--- config.mk ---
export PLATFORM = sky130hd
export DESIGN_NAME = rob_flex
export DESIGN_NICKNAME = d
export VERILOG_FILES = /design/src/rtl/rob_flex.sv
export SDC_FILE = /design/constraint.sdc
export NUM_CORES = 2
export LEC_CHECK = 0
export BUFFER_PORTS_ARGS = -buffer_cell sky130_fd_sc_hd__buf_2
export CAP_MARGIN = 20
export CELL_PAD_IN_SITES_DETAIL_PLACEMENT = 1
export CELL_PAD_IN_SITES_GLOBAL_PLACEMENT = 2
export CORE_MARGIN = 2
export CORE_UTILIZATION = 37
export CTS_CLUSTER_DIAMETER = 200
export DETAILED_ROUTE_END_ITERATION = 8
export HOLD_SLACK_MARGIN = 0.15
export PLACE_DENSITY = 0.92
export RECOVER_POWER = 50
export SYNTH_ARGS = -nofsm -noshare
export SYNTH_HDL_FRONTEND = slang
export SYNTH_SLANG_ARGS = --single-unit
--- constraint.sdc ---
create_clock -name clk -period 14.3 [get_ports clk]
set_input_delay 0.715 -clock clk [delete_from_list [all_inputs] [get_ports clk]]
set_output_delay 0.715 -clock clk [all_outputs]
set_load 0.005 [all_outputs]
--- src/rtl/rob_flex.sv ---
// rob_flex: parametrised reorder buffer with in-order commit, memory handshake at head and commit-time mispredict flush
module rob_flex #(
  parameter int DEPTH = 8,
  parameter int TAG_W = $clog2(DEPTH),
  parameter int N_WB  = 5,
  parameter int XLEN  = 32
) (
  input  logic                  clk,
  input  logic                  rst,
  input  logic                  alloc_valid,
  output logic                  alloc_ready,
  output logic [TAG_W-1:0]      alloc_tag,
  input  logic [4:0]            alloc_rd,
  input  logic [1:0]            alloc_kind,
  input  logic [N_WB-1:0]       wb_valid,
  input  logic [N_WB*TAG_W-1:0] wb_tag,
  input  logic [N_WB*XLEN-1:0]  wb_data,
  input  logic [N_WB-1:0]       wb_mispredict,
  output logic                  commit_valid,
  output logic [TAG_W-1:0]      commit_tag,
  output logic [4:0]            commit_rd,
  output logic [1:0]            commit_kind,
  output logic [XLEN-1:0]       commit_data,
  output logic                  mem_req,
  input  logic                  mem_resp,
  output logic                  flush,
  output logic [XLEN-1:0]       flush_pc,
  output logic [DEPTH-1:0]      done_vec,
  output logic [TAG_W:0]        count
);
  localparam logic [1:0] K_LOAD = 2'd1, K_STORE = 2'd2, K_BRANCH = 2'd3;
  logic [TAG_W-1:0] head, tail;
  logic [TAG_W:0]   cnt;
  logic [DEPTH-1:0] busy, done, misp;
  logic [1:0]       kind_q [DEPTH];
  logic [4:0]       rd_q   [DEPTH];
  logic [XLEN-1:0]  data_q [DEPTH];
  logic [DEPTH-1:0] wb_hit, wb_misp;
  logic [XLEN-1:0]  wb_val [DEPTH];
  logic             head_rdy, head_mem, alloc_fire;
  // scan ports high to low so the lowest matching port index overrides the rest
  always_comb begin
    for (int e = 0; e < DEPTH; e++) begin
      wb_hit[e]  = 1'b0;
      wb_misp[e] = 1'b0;
      wb_val[e]  = '0;
      for (int i = N_WB - 1; i >= 0; i--) begin
        if (wb_valid[i] && wb_tag[i*TAG_W +: TAG_W] == TAG_W'(e)) begin
          wb_hit[e]  = busy[e];
          wb_misp[e] = wb_mispredict[i];
          wb_val[e]  = wb_data[i*XLEN +: XLEN];
        end
      end
    end
  end
  assign head_rdy     = busy[head] && done[head];
  assign head_mem     = kind_q[head] == K_LOAD || kind_q[head] == K_STORE;
  assign mem_req      = head_rdy && head_mem;
  assign commit_valid = head_rdy && (head_mem ? mem_resp : 1'b1);
  assign flush        = commit_valid && kind_q[head] == K_BRANCH && misp[head];
  assign flush_pc     = data_q[head];
  assign commit_tag   = head;
  assign commit_rd    = rd_q[head];
  assign commit_kind  = kind_q[head];
  assign commit_data  = data_q[head];
  assign alloc_ready  = cnt != (TAG_W+1)'(DEPTH) && !flush;
  assign alloc_tag    = tail;
  assign alloc_fire   = alloc_valid && alloc_ready;
  assign done_vec     = done;
  assign count        = cnt;
  always_ff @(posedge clk or posedge rst) begin
    if (rst) begin
      head <= '0;
      tail <= '0;
      cnt  <= '0;
      busy <= '0;
      done <= '0;
      misp <= '0;
      for (int e = 0; e < DEPTH; e++) begin
        kind_q[e] <= '0;
        rd_q[e]   <= '0;
        data_q[e] <= '0;
      end
    end else if (flush) begin
      busy <= '0;
      done <= '0;
      misp <= '0;
      head <= head + TAG_W'(1);
      tail <= head + TAG_W'(1);
      cnt  <= '0;
    end else begin
      for (int e = 0; e < DEPTH; e++) begin
        if (wb_hit[e]) begin
          done[e]   <= 1'b1;
          misp[e]   <= wb_misp[e];
          data_q[e] <= wb_val[e];
        end
      end
      if (alloc_fire) begin
        busy[tail]   <= 1'b1;
        done[tail]   <= 1'b0;
        misp[tail]   <= 1'b0;
        kind_q[tail] <= alloc_kind;
        rd_q[tail]   <= alloc_rd;
        data_q[tail] <= '0;
        tail         <= tail + TAG_W'(1);
      end
      if (commit_valid) begin
        busy[head] <= 1'b0;
        done[head] <= 1'b0;
        head       <= head + TAG_W'(1);
      end
      cnt <= cnt + (TAG_W+1)'(alloc_fire) - (TAG_W+1)'(commit_valid);
    end
  end
endmodule

==> impl_metrics.json <==
{
  "status": "complete, but fails checks",
  "violations": "max-capacitance violations, max-slew violations",
  "path_class": "reg -> out",
  "cts_tree": "yes",
  "start_util_pct": 37.3,
  "critPathCapture": "alloc_ready",
  "grt_pass1_vias": 28529,
  "tightest_slew_ns": 6.55,
  "gr-total-overflow": 0,
  "yosysTopAreaCellShare_pct": 32.5,
  "core.rowCount": 98,
  "cts_setup_buffers": 0,
  "cp-start-kind": "register",
  "yosysMostFrequentCell": "dfrtp_1",
  "power.density_nw_per_um2": 180,
  "synthArstFlopShare_pct": 100,
  "rsz0062_at_grt": "false",
  "ys_seq_elements": 346,
  "yosysSeqAreaShare_pct": 32.5,
  "drive_gt1_share_pct": 21.3,
  "fin_crit_sh_pct": 61.2,
  "post-route-drc-count": 0,
  "synth_area_um2": 26600,
  "antenna_found_initial": 28,
  "fmax_mhz": 114,
  "cts-root-buf": "clkbuf_16",
  "slew_headroom_pct": -337,
  "critPathRequiredTime_ns": 13.59,
  "fin_setup_tns_ns": 0,
  "die-area_um2": 74200,
  "hold_depth": 2,
  "crit_arrival_ns": 8.03,
  "cp-end-kind": "output pin",
  "dp_hpwl_mm": 80.5,
  "worstReg2RegStart": "commit_tag[0]",
  "drv_slew": 565,
  "startpoint": "commit_tag[0]",
  "synth-edff-count": 0,
  "io_buffer_count": 288,
  "finalHoldViolations": 0,
  "r2r_slack_ns": 5.64,
  "fin_crit_ns": 8.75,
  "post-route-cell-area_um2": 29300,
  "critical_path_depth": 8,
  "hp-start": "alloc_rd[3]",
  "synthToLayoutAreaGrowth_pct": 10.1,
  "yosysUniqueCellTypes": 81,
  "core_um2": 71400,
  "yosysWarnings": 0,
  "fin_worst_skew_ns": 0.0330,
  "synth.area.top_cells": "dfrtp_1 (33%), a22o_1 (6.3%), a221o_1 (6.0%)",
  "clk_pin_slew_worst_paths_ns": 0.06,
  "critPathBufInv": 3,
  "leakage_nw": 11.8,
  "grt_pass1_wl_mm": 199,
  "crit_chain": "clkbuf_1 > mux2i_1 > a22oi_1 > and4_1 > nand2_1 > inv_4 > nor2_1 > buf_2",
  "cts_sinks": 346,
  "first_iter_violations": 4101,
  "drt_first_pass_iters": 9,
  "place_congestion": 0.884,
  "peakVddDrop_mv": 0.124,
  "cp_slowest_cell": "clkbuf_1",
  "cts_made_buffers": 40,
  "rr_worst_depth": 8,
  "die_h_um": 272,
  "cts_resized": 0,
  "pin_count": 289,
  "final_nets": 3195,
  "wl_per_cell_um": 34.4,
  "hp-class": "in -> reg",
  "grt.total_usage_pct": 35.9,
  "synth_nets": 3300,
  "critPathMaxFanout": 70,
  "grt_max_degree": 135,
  "syn_inst": 3095,
  "setup_viol": 0,
  "cts_buffer_depth": 3,
  "fin_ws_ns": 5.55,
  "die_width_um": 272,
  "crit_family": "buffers and inverters",
  "synth_commonest_cells": "dfrtp_1 (346), nor2_1 (311), clkbuf_1 (310), nand2_1 (239), a22o_1 (193)",
  "drv_cap": 8,
  "synth_top_area_cell": "dfrtp_1",
  "cts_hold_repair.buffers": 0,
  "r2r-end": "data_q[218]",
  "vias": 28976,
  "ant_nets": 0,
  "place_area_um2": 27900,
  "clk_latency_ns": 0.59,
  "yosys_most_used_dff": "dfrtp_1",
  "cts-htree-levels": 2,
  "max_stage_delay_ns": 2.95,
  "wl_mm": 137,
  "avgSynthCellArea_um2": 8.61,
  "routed_via_density": 7.27,
  "post-place-ws_ns": 9.72
}
-- flip-flops by register name (all words and copies together) (netlist names) --
register    count
done_vec        8
rd_q           40
busy            8
kind_q         16
count           4
commit_tag      3
alloc_tag       3
data_q        256
misp            8
-- power by group --
| part | internal [W] | total, W | leakage (nW) | switching [W] |
|---|---|---|---|---|
| registers | 0.00142 | 0.00181 | 4.54 | 0.000384 |
| logic | 0.00100 | 0.00237 | 6.62 | 0.00136 |
| clock network | 0.000659 | 0.00112 | 0.677 | 0.000458 |
-- layout make-up --
type	count	area [µm²]
fill	8291	42000
multi-input combinational	2213	15900
sequential	346	8660
timing repair buffer	376	2100
tap	950	1190
clock buffer	59	1170
clock inverter	12	204
inverter	13	53.8
antenna	14	35.0
-- metrics by stage --
stage	util (%)	std cells	hold WS (ns)	total power, W
after floorplan	-	3095	0.449	0.00331
after global placement	39.1	3894	0.459	0.00401
after detailed placement	39.1	3894	0.468	0.00410
after CTS	41.1	3965	0.421	0.00522
after global routing	41.1	3979	0.484	0.00552
final	41.1	3983	0.461	0.00529
-- cells in the final DEF (no fill, tap or decap), types with 30 or more instances in the layout --
cell type  netlist  routed
mux2_2         104     103
a22o_1         193     193
nand2_1        239     237
a2bb2oi_1       32      32
buf_4           39      80
mux2i_1         41      41
a21oi_1        190     190
a31oi_1        160     160
clkbuf_1       310      30
nor2_1         311     299
a221oi_1       105     105
clkbuf_16        0      40
o21ai_0        126     126
o2bb2ai_2       40      40
dfrtp_1        346     346
buf_2          103     272
o211ai_1       171     171
a221o_1        160     160
mux2_1          29      30
a22oi_1         60      60
-- cell families (layout without fill, tap and decap cells) --
family	Yosys count	after routing	synth area share, %
compound gates	1327	1327	38.4
simple gates	692	692	12.0
buf+inv	536	460	8.92
flops	346	346	32.5
mux	178	178	7.50
fa+ha+maj	9	9	0.451
xor+xnor	7	7	0.258
other cells	0	14	0
-- worst register-to-register path, stage by stage, from the launching register on --
cell and delay, ns:
dfrtp_1 1.84, clkbuf_1 2.96, o211ai_1 0.53, and4_1 0.33, nand2_1 0.85, inv_4 0.41
nor3_4 0.90, buf_4 0.54, a22o_1 0.23
-- how the worst min path moves through the flow --
stage	end	slack, ns
global placement	kind_q[14]	0.46
floorplan	kind_q[14]	0.45
global route	kind_q[15]	0.48
detailed placement	rd_q[36]	0.47
finish	rd_q[28]	0.46
CTS	data_q[148]	0.42
-- layer usage --
layer / share of wire (%) / global-route usage, % / up-vias / wire [µm]
li1: - / - / 11627 / -
met1: 38 / 46.6 / 14194 / 52300
met2: 41 / 51.9 / 2452 / 56500
met3: 14 / 12.2 / 687 / 18800
met4: 6.7 / 20.1 / 16 / 9110
met5: 0.071 / 0 / - / 97
(Power assumes the default switching activity.)
